## config.mk

```make
export PLATFORM = sky130hd
export DESIGN_NAME = seq_shifter
export DESIGN_NICKNAME = d
export VERILOG_FILES = /design/src/rtl/seq_shifter.sv
export SDC_FILE = /design/constraint.sdc
export NUM_CORES = 1
export LEC_CHECK = 0
export BUFFER_PORTS_ARGS = -buffer_cell sky130_fd_sc_hd__buf_2
export CORE_MARGIN = 5
export CORE_UTILIZATION = 49
export DETAILED_ROUTE_END_ITERATION = 12
export PLACE_DENSITY_LB_ADDON = 0.05
export SLEW_MARGIN = 20
export SYNTH_ARGS = -nofsm -noshare
export SYNTH_HDL_FRONTEND = slang
export SYNTH_SLANG_ARGS = --single-unit
```

## constraint.sdc

```tcl
create_clock -name clk -period 2.6 [get_ports clk]
set_clock_uncertainty 0.1 [all_clocks]
set_input_delay 0.52 -clock clk [delete_from_list [all_inputs] [get_ports clk]]
set_output_delay 0.52 -clock clk [all_outputs]
set_load 0.02 [all_outputs]
```

## src/rtl/seq_shifter.sv

```systemverilog
// Multicycle shifter: loads an operand, shifts one bit per clock, pulses done.
// Define SEQ_SHIFTER_ROTATE_EN to enable op 100 (rotate right).
module seq_shifter #(
  parameter int WIDTH   = 32,
  parameter int SHAMT_W = 5
) (
  input  logic               clk,
  input  logic               reset,
  input  logic               start,
  input  logic [2:0]         op,
  input  logic [SHAMT_W-1:0] shamt,
  input  logic [WIDTH-1:0]   data_in,
  output logic [WIDTH-1:0]   data_out,
  output logic               busy,
  output logic               done
);

  localparam logic [1:0] S_IDLE  = 2'd0;
  localparam logic [1:0] S_SHIFT = 2'd1;
  localparam logic [1:0] S_DONE  = 2'd2;

  localparam logic [2:0] OP_LOAD = 3'b000;
  localparam logic [2:0] OP_SLL  = 3'b001;
  localparam logic [2:0] OP_SRL  = 3'b010;
  localparam logic [2:0] OP_SRA  = 3'b011;
  localparam logic [2:0] OP_ROR  = 3'b100;

`ifdef SEQ_SHIFTER_ROTATE_EN
  localparam logic ROT_EN = 1'b1;
`else
  localparam logic ROT_EN = 1'b0;
`endif

  localparam logic [SHAMT_W-1:0] CNT_ONE = SHAMT_W'(1);

  logic [1:0]         state_q, state_d;
  logic [WIDTH-1:0]   data_q, data_d;
  logic [SHAMT_W-1:0] cnt_q, cnt_d;
  logic [2:0]         op_q, op_d;
  logic               op_shifts;

  // Load-only and unsupported ops still run the FSM, just with zero shifts.
  always_comb begin
    op_shifts = 1'b0;
    case (op)
      OP_SLL:  op_shifts = 1'b1;
      OP_SRL:  op_shifts = 1'b1;
      OP_SRA:  op_shifts = 1'b1;
      OP_ROR:  op_shifts = ROT_EN;
      default: op_shifts = 1'b0;
    endcase
  end

  always_comb begin
    state_d = state_q;
    data_d  = data_q;
    cnt_d   = cnt_q;
    op_d    = op_q;
    case (state_q)
      S_IDLE: begin
        if (start) begin
          state_d = S_SHIFT;
          data_d  = data_in;
          op_d    = op;
          cnt_d   = op_shifts ? shamt : '0;
        end
      end
      S_SHIFT: begin
        if (cnt_q != '0) begin
          cnt_d = cnt_q - CNT_ONE;
          case (op_q)
            OP_SLL:  data_d = {data_q[WIDTH-2:0], 1'b0};
            OP_SRL:  data_d = {1'b0, data_q[WIDTH-1:1]};
            OP_SRA:  data_d = {data_q[WIDTH-1], data_q[WIDTH-1:1]};
            OP_ROR:  data_d = {data_q[0], data_q[WIDTH-1:1]};
            default: data_d = data_q;
          endcase
        end else begin
          state_d = S_DONE;
        end
      end
      S_DONE:  state_d = S_IDLE;
      default: state_d = S_IDLE;
    endcase
  end

  always_ff @(posedge clk) begin
    if (reset) begin
      state_q <= S_IDLE;
      data_q  <= '0;
      cnt_q   <= '0;
      op_q    <= OP_LOAD;
    end else begin
      state_q <= state_d;
      data_q  <= data_d;
      cnt_q   <= cnt_d;
      op_q    <= op_d;
    end
  end

  assign data_out = data_q;
  assign busy     = (state_q == S_SHIFT) || (state_q == S_DONE);
  assign done     = (state_q == S_DONE);

endmodule

```

==> impl_results.md, run 1 <==
* Outcome: completed
* Yosys cell types at 37
* PostCTS Resize Cnt at 0
* Finished Core Util at 0.6182
* Critical R2R Capture: data_out[2]$_SDFFE_PP0P_
* Vias in the first global route at 2254
* CP Capture Type: flop
* CP Class: reg -> reg
* Largest net degree at the start of global routing at 39
* Mapped cell area at 2426 µm²
* Post-DP Area at 2830 µm²
* Max VDD drop at 0.0006583 V
* DR DRC count at 0
* Clock period minus final worst setup slack at 2.167 ns
* Chip Height at 80.37 µm
* Std cell rows at 25
* Crit-path leading delay family: compound AO/OA/AOI/OAI gates
* Slowest stage cell on the critical path: dfxtp_1
* Final worst setup slack at 0.4329 ns
* Longest Clk Path Bufs at 2
* Synth Instances at 308
* Post-synthesis register bit count at 42
* Reg2Reg Setup Slack at 0.43 ns
* Starting DRC count in detailed routing at 160
* Max-cap viol count at 0
* Starting Density at 0.5103
* Final Hold Slack at 0.3923 ns
* First-pass GRT wire length at 10650 µm
* Reg2reg path depth at 7
* Post-CTS Setup Repair Bufs at 0
* First drt pass iteration count at 4
* Syn_nets at 357
* Diode count at 0
* DP HPWL at 4519 µm
* CTS buffer count at 5
* Hold Path Origin: op[1]
* Wire per inst at 15.19 µm
* Final Cell Area at 2939 µm²
* Clk sinks at 42
* Initial antenna violation count at 0
* Vias at 2546
* Final TNS setup at 0 ns
* Hold Crit Class: in -> reg
* Wirelength, routed at 6624 µm
* Relative slew slack at 0.6078
* Die area at 6459 µm²
* RSZ-0062 raised after global routing: false
* Pwr dens at 1284 nW/µm²
* Data required, critical path at 2.69 ns
* Layout Cells excl Fill at 436
* Grt ovf at 0
* Via density at 5.839
* Hold-fix buffers, CTS at 0
* Htree depth at 2
* Pre-CTS WS at 0.4700 ns
* Layout cells sized above 1 at 0.2737
* Die width at 80.37 µm
* # setup viols final at 0
* Worst-margin pin slew at 0.5883 ns
* Worst hold stages at 3
* GPL Wtd Cong at 0.8285
* CTS root buf: clkbuf_8
* Num ports at 77
* Post-synth EDFFs at 0
* Routed Antenna Nets at 0
* Synth warnings at 0
* Origin of the critical flop-to-flop path: state_q[0]$_SDFFE_PP0P_
* Pwr Total at 3.774 mW
* Avg Cell Area, Syn at 7.877 µm²
* Post-synthesis async set-or-reset flop share at 0
* Worst EP arrival at 2.26 ns
* # placed instances at 428
* Top achievable clock speed at 461.5 MHz
* Max Slew Vio Count at 0
* CP max stage delay at 0.40 ns
* Most common cell after layout, fill and taps aside: buf_2
* Worst-path maximum fanout at 30
* Buffers on Ports at 76
* Clk_lat worst skew at 0.29 ns
* Pleak at 1.258 nW
* CP Launch Type: flop
* Core Area at 4755 µm²
* GR Util All Layers at 0.2045
* Sequential cell area fraction in the yosys report at 0.3466
* Reg clk slew, reported paths at 0.08 ns
* Total Nets Final at 417
* Worst Hold Path EP: op_q[1]$_SDFFE_PP0P_
* Commonest non-fill, non-tap cells in the layout: 76 x buf_2, 42 x dfxtp_1, 40 x nor2_1
* Syn-to-layout area delta at 21.14%
* Worst-path cell chain: inv_1 > ha_1 > mux2i_1 > a21oi_1 > a21oi_2 > buf_4 > a22o_1
* Ys flop type: dfxtp_1
* Final Cycle Share at 0.8335
* CTS tree: yes
* Count of final hold-check violations at 0
* Worst Path Buf+Inv at 2
==> sequential cells by signal, summed over array words and instances, names as in the netlist <==
| name | cells |
|---|---|
| op_q | 3 |
| state_q | 2 |
| cnt_q | 5 |
| data_out | 32 |
==> layer usage <==
metal  up-vias  wire [µm]  track usage
met3         8        461      0.04036
met2        86       3115       0.3419
met5         -          0            0
met1      1194       2989       0.2695
li1       1258          -            -
met4         0         57      0.04899
==> report_power, final <==
part	switching [mW]	leakage, nW	internal [mW]
Clock	0.226	0.0579	0.283
Sequential	0.290	0.345	0.922
Combinational	1.24	0.856	0.813
==> worst min-delay path: stages <==
cell	delay [ns]
buf_2	0.11
nand3_1	0.06
a21oi_1	0.05
==> area by class of cell <==
cell class / instances / area, µm²
multi-input cells: 230 / 1418
inverters: 4 / 15.01
clock inverters: 3 / 40.04
repair buffers: 85 / 473.0
flip-flops and latches: 42 / 840.8
well taps: 67 / 83.83
clock buffers: 5 / 68.82
fillers: 484 / 1815
==> Yosys cell counts, types with 2 or more instances <==
master    instances  area share
nor4b_1           2      0.0072
ha_1              6       0.031
inv_1             4      0.0062
a21oi_1           9       0.019
buf_2             7       0.014
a31oi_1          32       0.083
a22o_1           30        0.11
nand2_1           7       0.011
buf_4             5       0.015
nor3_1            3      0.0062
nand2b_1          4       0.010
clkbuf_1         16       0.025
o21ai_0          32       0.066
buf_6             2      0.0093
nand3_1          35       0.072
a211oi_1          3      0.0093
mux2i_1           5       0.021
o21a_1            2      0.0062
dfxtp_1          42        0.35
nor2_1           40       0.062
buf_1             2      0.0031
nor2b_1           4       0.010
a21oi_2           2      0.0072
==> how the worst max path moves through the flow <==
stage | cells past startpoint | endpoint | startpoint
after floorplan | 8 | data_out[10]$_SDFFE_PP0P_ | state_q[0]$_SDFFE_PP0P_
after global placement | 5 | data_out[30]$_SDFFE_PP0P_ | op_q[2]$_SDFFE_PP0P_
after detailed placement | 7 | data_out[9]$_SDFFE_PP0P_ | state_q[0]$_SDFFE_PP0P_
after CTS | 7 | data_out[2]$_SDFFE_PP0P_ | state_q[1]$_SDFFE_PP0P_
after global routing | 7 | data_out[7]$_SDFFE_PP0P_ | state_q[0]$_SDFFE_PP0P_
final | 7 | data_out[2]$_SDFFE_PP0P_ | state_q[0]$_SDFFE_PP0P_
==> cell families after synthesis <==
family | Yosys count | synth area share
flops | 42 | 0.3466
fa+ha+maj | 6 | 0.03094
buf+inv | 36 | 0.07323
simple gates | 102 | 0.2032
compound gates | 116 | 0.3218
mux | 5 | 0.02063
xor+xnor | 1 | 0.003611
(Power assumes the default switching activity.)
==> run 2, diff against run 1 <==
==> constraint.sdc (replaced) <==
create_clock -name clk -period 2.05 [get_ports clk]
set_clock_uncertainty 0.1 [all_clocks]
set_input_delay 0.41 -clock clk [delete_from_list [all_inputs] [get_ports clk]]
set_output_delay 0.41 -clock clk [all_outputs]
set_load 0.02 [all_outputs]
==> impl_results.md, run 2 (same netlist as run 1, synthesis figures left out) <==
* Pleak at 1.270 nW (+0.96%)
* Register share of total power at 0.314 (-0.007)
* Most common cell after layout, fill and taps aside: buf_2
* Grt ovf at 0 (unchanged)
* Layout cells sized above 1 at 0.2869 (+0.01315)
* Clock period minus final worst setup slack at 1.886 ns (-0.2812 ns)
* Largest net degree at the start of global routing at 32 (-18%)
* Reg clk slew, reported paths at 0.08 ns (about the same)
* Final Cell Area at 2993 µm² (+1.8%)
* Comb power frac at 0.553 (+0.009)
* Slowest stage cell on the critical path: dfxtp_1
* Data required, critical path at 2.13 ns (-0.56 ns)
* Commonest non-fill, non-tap cells in the layout: 76 x buf_2, 42 x dfxtp_1, 40 x nor2_1
* RSZ-0062 raised after global routing: false
* Buffers on Ports at 76 (unchanged)
* Initial antenna violation count at 0 (unchanged)
* Std cell rows at 25 (unchanged)
* Longest Clk Path Bufs at 2 (unchanged)
* # setup viols final at 0 (unchanged)
* DP HPWL at 4473 µm (-1.0%)
* Clk_lat worst skew at 0.29 ns (about the same)
* Top achievable clock speed at 530.3 MHz (+15%)
* Die width at 80.37 µm (unchanged)
* CTS buffer count at 5 (unchanged)
* NetSw at 2.247 mW (+28%)
* Final-layout fill cell count at 459 (-5.2%)
* First-pass GRT wire length at 10740 µm (+0.78%)
* CP Capture Type: flop
* Crit-path leading delay family: flip-flops
* CP Class: reg -> reg
* Diode count at 0 (unchanged)
* Internal power at 2.650 mW (+31%)
* Origin of the critical flop-to-flop path: state_q[1]$_SDFFE_PP0P_
* Relative slew slack at 0.6101 (+0.002352)
* Die area at 6459 µm² (unchanged)
* Max Slew Vio Count at 0 (unchanged)
* Count of final hold-check violations at 0 (unchanged)
* Clock Power Share at 0.133 (-0.002)
* Wire per inst at 14.65 µm (-3.6%)
* DR DRC count at 0 (unchanged)
* Syn-to-layout area delta at 23.36%
* First drt pass iteration count at 4 (unchanged)
* Outcome: completed
* Largest register FFs at 32 (unchanged)
* Chip Height at 80.37 µm (unchanged)
* Vias in the first global route at 2313 (+2.6%)
* Post-CTS Setup Repair Bufs at 0 (unchanged)
* Max-cap viol count at 0 (unchanged)
* Worst-path cell chain: inv_1 > ha_1 > mux2i_2 > a21oi_2 > and3b_1 > buf_12 > a22o_1
* Clk sinks at 42 (unchanged)
* Hold Crit Class: in -> reg
* Max VDD drop at 0.0009076 V (+38%)
* CTS tree: yes
* CP Launch Type: flop
* CP max stage delay at 0.33 ns (-0.07 ns)
* Post-DP Area at 2860 µm² (+1.1%)
* Worst EP arrival at 1.96 ns (-0.30 ns)
* Worst-path maximum fanout at 30 (unchanged)
* Hold Path Origin: op[1]
* Starting DRC count in detailed routing at 119 (-26%)
* Wirelength, routed at 6444 µm (-2.7%)
* GR Util All Layers at 0.2027 (-0.001829)
* Worst Path Buf+Inv at 2 (unchanged)
* CP Launch Point: state_q[1]$_SDFFE_PP0P_
* Starting Density at 0.5103 (unchanged)
* Routed Antenna Nets at 0 (unchanged)
* GPL Wtd Cong at 0.8281 (about the same)
* Pwr dens at 1636 nW/µm² (+27%)
* Htree depth at 2 (unchanged)
* Total Nets Final at 421 (+0.96%)
* Worst-margin pin slew at 0.5836 ns (-0.004766 ns)
* Switching Fraction at 0.4589 (-0.006380)
* Core Area at 4755 µm² (unchanged)
* Num ports at 77 (unchanged)
* Via density at 5.741 (-1.7%)
* CTS root buf: clkbuf_8
* Final TNS setup at 0 ns (unchanged)
* Vias at 2526 (-0.79%)
* Final Cycle Share at 0.9199 (+0.08645)
-- run 2: cell count changes in the layout (fill, tap and decap cells not counted), sizes merged --
cell	delta
buf	+4
clkinvlp	+1
clkbuf	+1
clkinv	-2
-- run 2: routing by layer --
metal  vias up  track usage  wire length, µm
met5         -            0                0
met4         0      0.06250               70
met3         9      0.03700              404
met2        84       0.3262             2953
met1      1164       0.2738             3015
li1       1269            -                -
-- run 2: tightest hold or removal path: stages --
cell and delay (ns):
buf_2 0.10, nand3_1 0.06, a21oi_1 0.05
-- run 2: metrics by stage --
step / total power [mW] / cells / hold slack [ns] / setup WS, ns / utilization
3_3_place_gp: 4.203 / 432 / 0.3598 / 0.06391 / 0.6016
3_5_place_dp: 4.220 / 432 / 0.3598 / 0.1004 / 0.6016
5_1_grt: 5.295 / 440 / 0.2768 / 0.01647 / 0.6295
2_1_floorplan: 3.438 / 308 / 0.3852 / 0.2367 / -
6_report: 4.897 / 440 / 0.2810 / 0.1641 / 0.6295
4_1_cts: 4.875 / 440 / 0.2773 / 0.05190 / 0.6247
-- run 2: final cells by class --
class / count / area [µm²] / share of cell area
clock inverters: 2 / 37.54 / 0.01254
well taps: 67 / 83.83 / 0.02801
repair buffers: 89 / 506.7 / 0.1693
inverters: 4 / 15.01 / 0.005017
flip-flops and latches: 42 / 840.8 / 0.2809
clock buffers: 6 / 72.57 / 0.02425
multi-input cells: 230 / 1436 / 0.4799
-- run 2: repair_timing --
item | CTS | global route
setup endpoints to repair | 0 | 33
gates resized for setup | 0 | 5
hold buffers | 0 | 0
-- run 2: worst paths after layout --
| path | endpoint | cells after the start | slack, ns |
|---|---|---|---|
| worst max-delay path | data_out[11]$_SDFFE_PP0P_ | 7 | 0.16 |
| worst min-delay path | op_q[1]$_SDFFE_PP0P_ | 3 | 0.28 |
| worst min register to register | op_q[1]$_SDFFE_PP0P_ | 2 | 0.38 |
| worst max register to register | data_out[11]$_SDFFE_PP0P_ | 7 | 0.16 |
-- run 2: power by group through the flow --
stage | combinational, mW | clock [mW] | sequential, mW
after CTS | 2.69 | 0.659 | 1.53
after floorplan | 1.64 | 0 | 1.80
final | 2.71 | 0.650 | 1.54
after global routing | 3.01 | 0.691 | 1.59
after detailed placement | 2.68 | 0 | 1.54
after global placement | 2.66 | 0 | 1.54
==> run 3, diff against run 2 <==
--- a/config.mk
+++ b/config.mk
@@ -6,8 +6,10 @@
 export NUM_CORES = 1
 export LEC_CHECK = 0
 export BUFFER_PORTS_ARGS = -buffer_cell sky130_fd_sc_hd__buf_2
+export CELL_PAD_IN_SITES_DETAIL_PLACEMENT = 1
+export CELL_PAD_IN_SITES_GLOBAL_PLACEMENT = 1
 export CORE_MARGIN = 5
-export CORE_UTILIZATION = 49
+export CORE_UTILIZATION = 36
 export DETAILED_ROUTE_END_ITERATION = 12
 export PLACE_DENSITY_LB_ADDON = 0.05
 export SLEW_MARGIN = 20
==> impl_results.md, run 3 (same netlist as run 1, synthesis figures left out) <==
* Outcome: completed
* Die width at 92.09 µm (+15%)
* Worst-path maximum fanout at 11 (-63%)
* Max Slew Vio Count at 0 (unchanged)
* Std cell rows at 30 (+20%)
* Reg clk slew, reported paths at 0.08 ns (about the same)
* Max-cap viol count at 0 (unchanged)
* CP Launch Type: flop
* Wirelength, routed at 7721 µm (+20%)
* Worst EP arrival at 2.00 ns (+0.04 ns)
* Syn-to-layout area delta at 25.68%
* Pleak at 1.303 nW (+2.6%)
* Data required, critical path at 2.14 ns (about the same)
* Most common cell after layout, fill and taps aside: buf_2
* Htree depth at 2 (unchanged)
* Global Route met2 Usage at 0.2932 (-0.03297)
* Die area at 8481 µm² (+31%)
* CP Capture Type: flop
* Largest net degree at the start of global routing at 43 (+34%)
* Total Nets Final at 429 (+1.9%)
* Max VDD drop at 0.0007318 V (-19%)
* Hold-fix buffers, CTS at 0 (unchanged)
* CTS root buf: clkbuf_8
* Routed Antenna Nets at 0 (unchanged)
* Relative slew slack at 0.7099 (+0.09980)
* CP Class: reg -> reg
* Reg2Reg Setup Slack at 0.14 ns (-0.02 ns)
* Chip Height at 92.09 µm (+15%)
* Critical R2R Capture: data_out[4]$_SDFFE_PP0P_
* Commonest non-fill, non-tap cells in the layout: 76 x buf_2, 41 x dfxtp_1, 40 x nor2_1
* Vias at 2626 (+4.0%)
* Origin of the critical flop-to-flop path: state_q[1]$_SDFFE_PP0P_
* Final Cycle Share at 0.9302 (+0.01026)
* Multi-input gate area at 1434 µm² (-0.17%)
* Register Area at 842.1 µm² (+0.15%)
* RSZ-0062 raised after global routing: false
* Top achievable clock speed at 524.4 MHz (-1.1%)
* Pwr dens at 1630 nW/µm² (-0.39%)
* Reg2reg path depth at 8 (+1)
* Clk_lat worst skew at 0.30 ns (about the same)
* GPL Wtd Cong at 0.8107 (-2.1%)
* Initial antenna violation count at 0 (unchanged)
* Worst hold stages at 3 (unchanged)
* CTS tree: yes
* Worst-path cell chain: inv_2 > ha_2 > mux2i_2 > a21oi_1 > buf_4 > and3b_1 > buf_4 > a22o_1
* Slowest stage cell on the critical path: dfxtp_1
* M1 GR Usage at 0.2481 (-0.02566)
* Clock Power Share at 0.114 (-0.019)
* Final TNS setup at 0 ns (unchanged)
* Hold Path Origin: op[0]
* DP HPWL at 5421 µm (+21%)
* Worst-margin pin slew at 0.4318 ns (-0.1518 ns)
* Wire per inst at 16.75 µm (+14%)
* CP max stage delay at 0.34 ns (about the same)
* Starting Density at 0.3631 (-0.1472)
* Num ports at 77 (unchanged)
* Final-layout fill cell count at 848 (+85%)
* Clock period minus final worst setup slack at 1.907 ns (+0.02103 ns)
* Comb power frac at 0.575 (+0.022)
* Worst Hold Path EP: op_q[0]$_SDFFE_PP0P_
* GR Util All Layers at 0.1858 (-0.01691)
* Register share of total power at 0.311 (-0.003)
* Via density at 5.696 (-0.78%)
* Switching Fraction at 0.4703 (+0.01138)
* Largest register FFs at 32 (unchanged)
* Diode count at 0 (unchanged)
* First-pass GRT wire length at 13000 µm (+21%)
* Longest Clk Path Bufs at 2 (unchanged)
* Starting DRC count in detailed routing at 70 (-41%)
* DR DRC count at 0 (unchanged)
* Core Area at 6681 µm² (+41%)
* # setup viols final at 0 (unchanged)
* Clk sinks at 42 (unchanged)
* Layout cells sized above 1 at 0.3071 (+0.02022)
* CTS buffer count at 5 (unchanged)
* Grt ovf at 0 (unchanged)
* Buffers on Ports at 76 (unchanged)
* Layout Cells excl Fill at 461 (+4.8%)
* Grt peak-use layer: met2
* Hold Crit Class: in -> reg
* NetSw at 2.337 mW (+4.0%)
* # placed instances at 453 (+4.9%)
* GR Util met3 at 0.04266 (+0.005662)
* Count of final hold-check violations at 0 (unchanged)
* First drt pass iteration count at 4 (unchanged)
* Internal power at 2.632 mW (-0.65%)
* Vias in the first global route at 2683 (+16%)
* CP most frequent cell: buf_4
==> run 3: layout make-up <==
cell class	instances	share of cell area
Timing Repair Buffer	97	0.1859
Inverter	4	0.004924
Tap cell	80	0.03283
Multi-Input combinational cell	230	0.4703
Sequential cell	42	0.2762
Clock buffer	7	0.02831
Clock inverter	1	0.001641
==> run 3: layer usage <==
layer,part of all wire,vias up
met5,0,-
met4,0.016,0
met3,0.047,9
met2,0.45,58
met1,0.49,1274
li1,-,1285
==> run 3: what timing repair did <==
item	4_1_cts	5_1_grt
endpoints found under the setup margin	0	32
setup buffers	0	0
gates resized for setup	0	7
==> run 3: critical path: cells and delay by family, from the launching register on <==
kind	cells	cell delay, ns
muxes	1	0.25
and+or+nand+nor	1	0.18
buffers and inverters	3	0.45
DFF	1	0.34
AOI/OAI and AO/OA	2	0.28
adders and majority gates	1	0.20
==> run 3: power groups by stage <==
stage          sequential [mW]  combinational [mW]  clock, mW
2_1_floorplan             1.80                1.64          0
3_3_place_gp              1.55                2.80          0
3_5_place_dp              1.55                2.85          0
4_1_cts                   1.53                2.86      0.581
5_1_grt                   1.60                3.17      0.618
6_report                  1.55                2.86      0.565
==> run 3: metrics by stage <==
step	setup slack (ns)	util	instance area, µm²	power [mW]	hold WS, ns
6_report	0.1431	0.4564	3049	4.970	0.2750
5_1_grt	0.02672	0.4564	3049	5.392	0.2653
4_1_cts	0.02997	0.4532	3028	4.976	0.2649
3_5_place_dp	0.04558	0.4395	2937	4.397	0.3939
3_3_place_gp	0.07649	0.4395	2937	4.350	0.3954
2_1_floorplan	0.2367	-	2426	3.438	0.3852
==> run 3: worst max path at each step <==
stage                                        from                         to  slack, ns  cells after the start
after global routing      state_q[1]$_SDFFE_PP0P_   data_out[4]$_SDFFE_PP0P_       0.03                      8
after CTS                 state_q[1]$_SDFFE_PP0P_  data_out[23]$_SDFFE_PP0P_       0.03                      7
after floorplan           state_q[0]$_SDFFE_PP0P_  data_out[10]$_SDFFE_PP0P_       0.24                      8
after global placement    state_q[0]$_SDFFE_PP0P_  data_out[18]$_SDFFE_PP0P_       0.08                      8
final                     state_q[1]$_SDFFE_PP0P_   data_out[4]$_SDFFE_PP0P_       0.14                      8
after detailed placement  state_q[1]$_SDFFE_PP0P_  data_out[18]$_SDFFE_PP0P_       0.05                      7
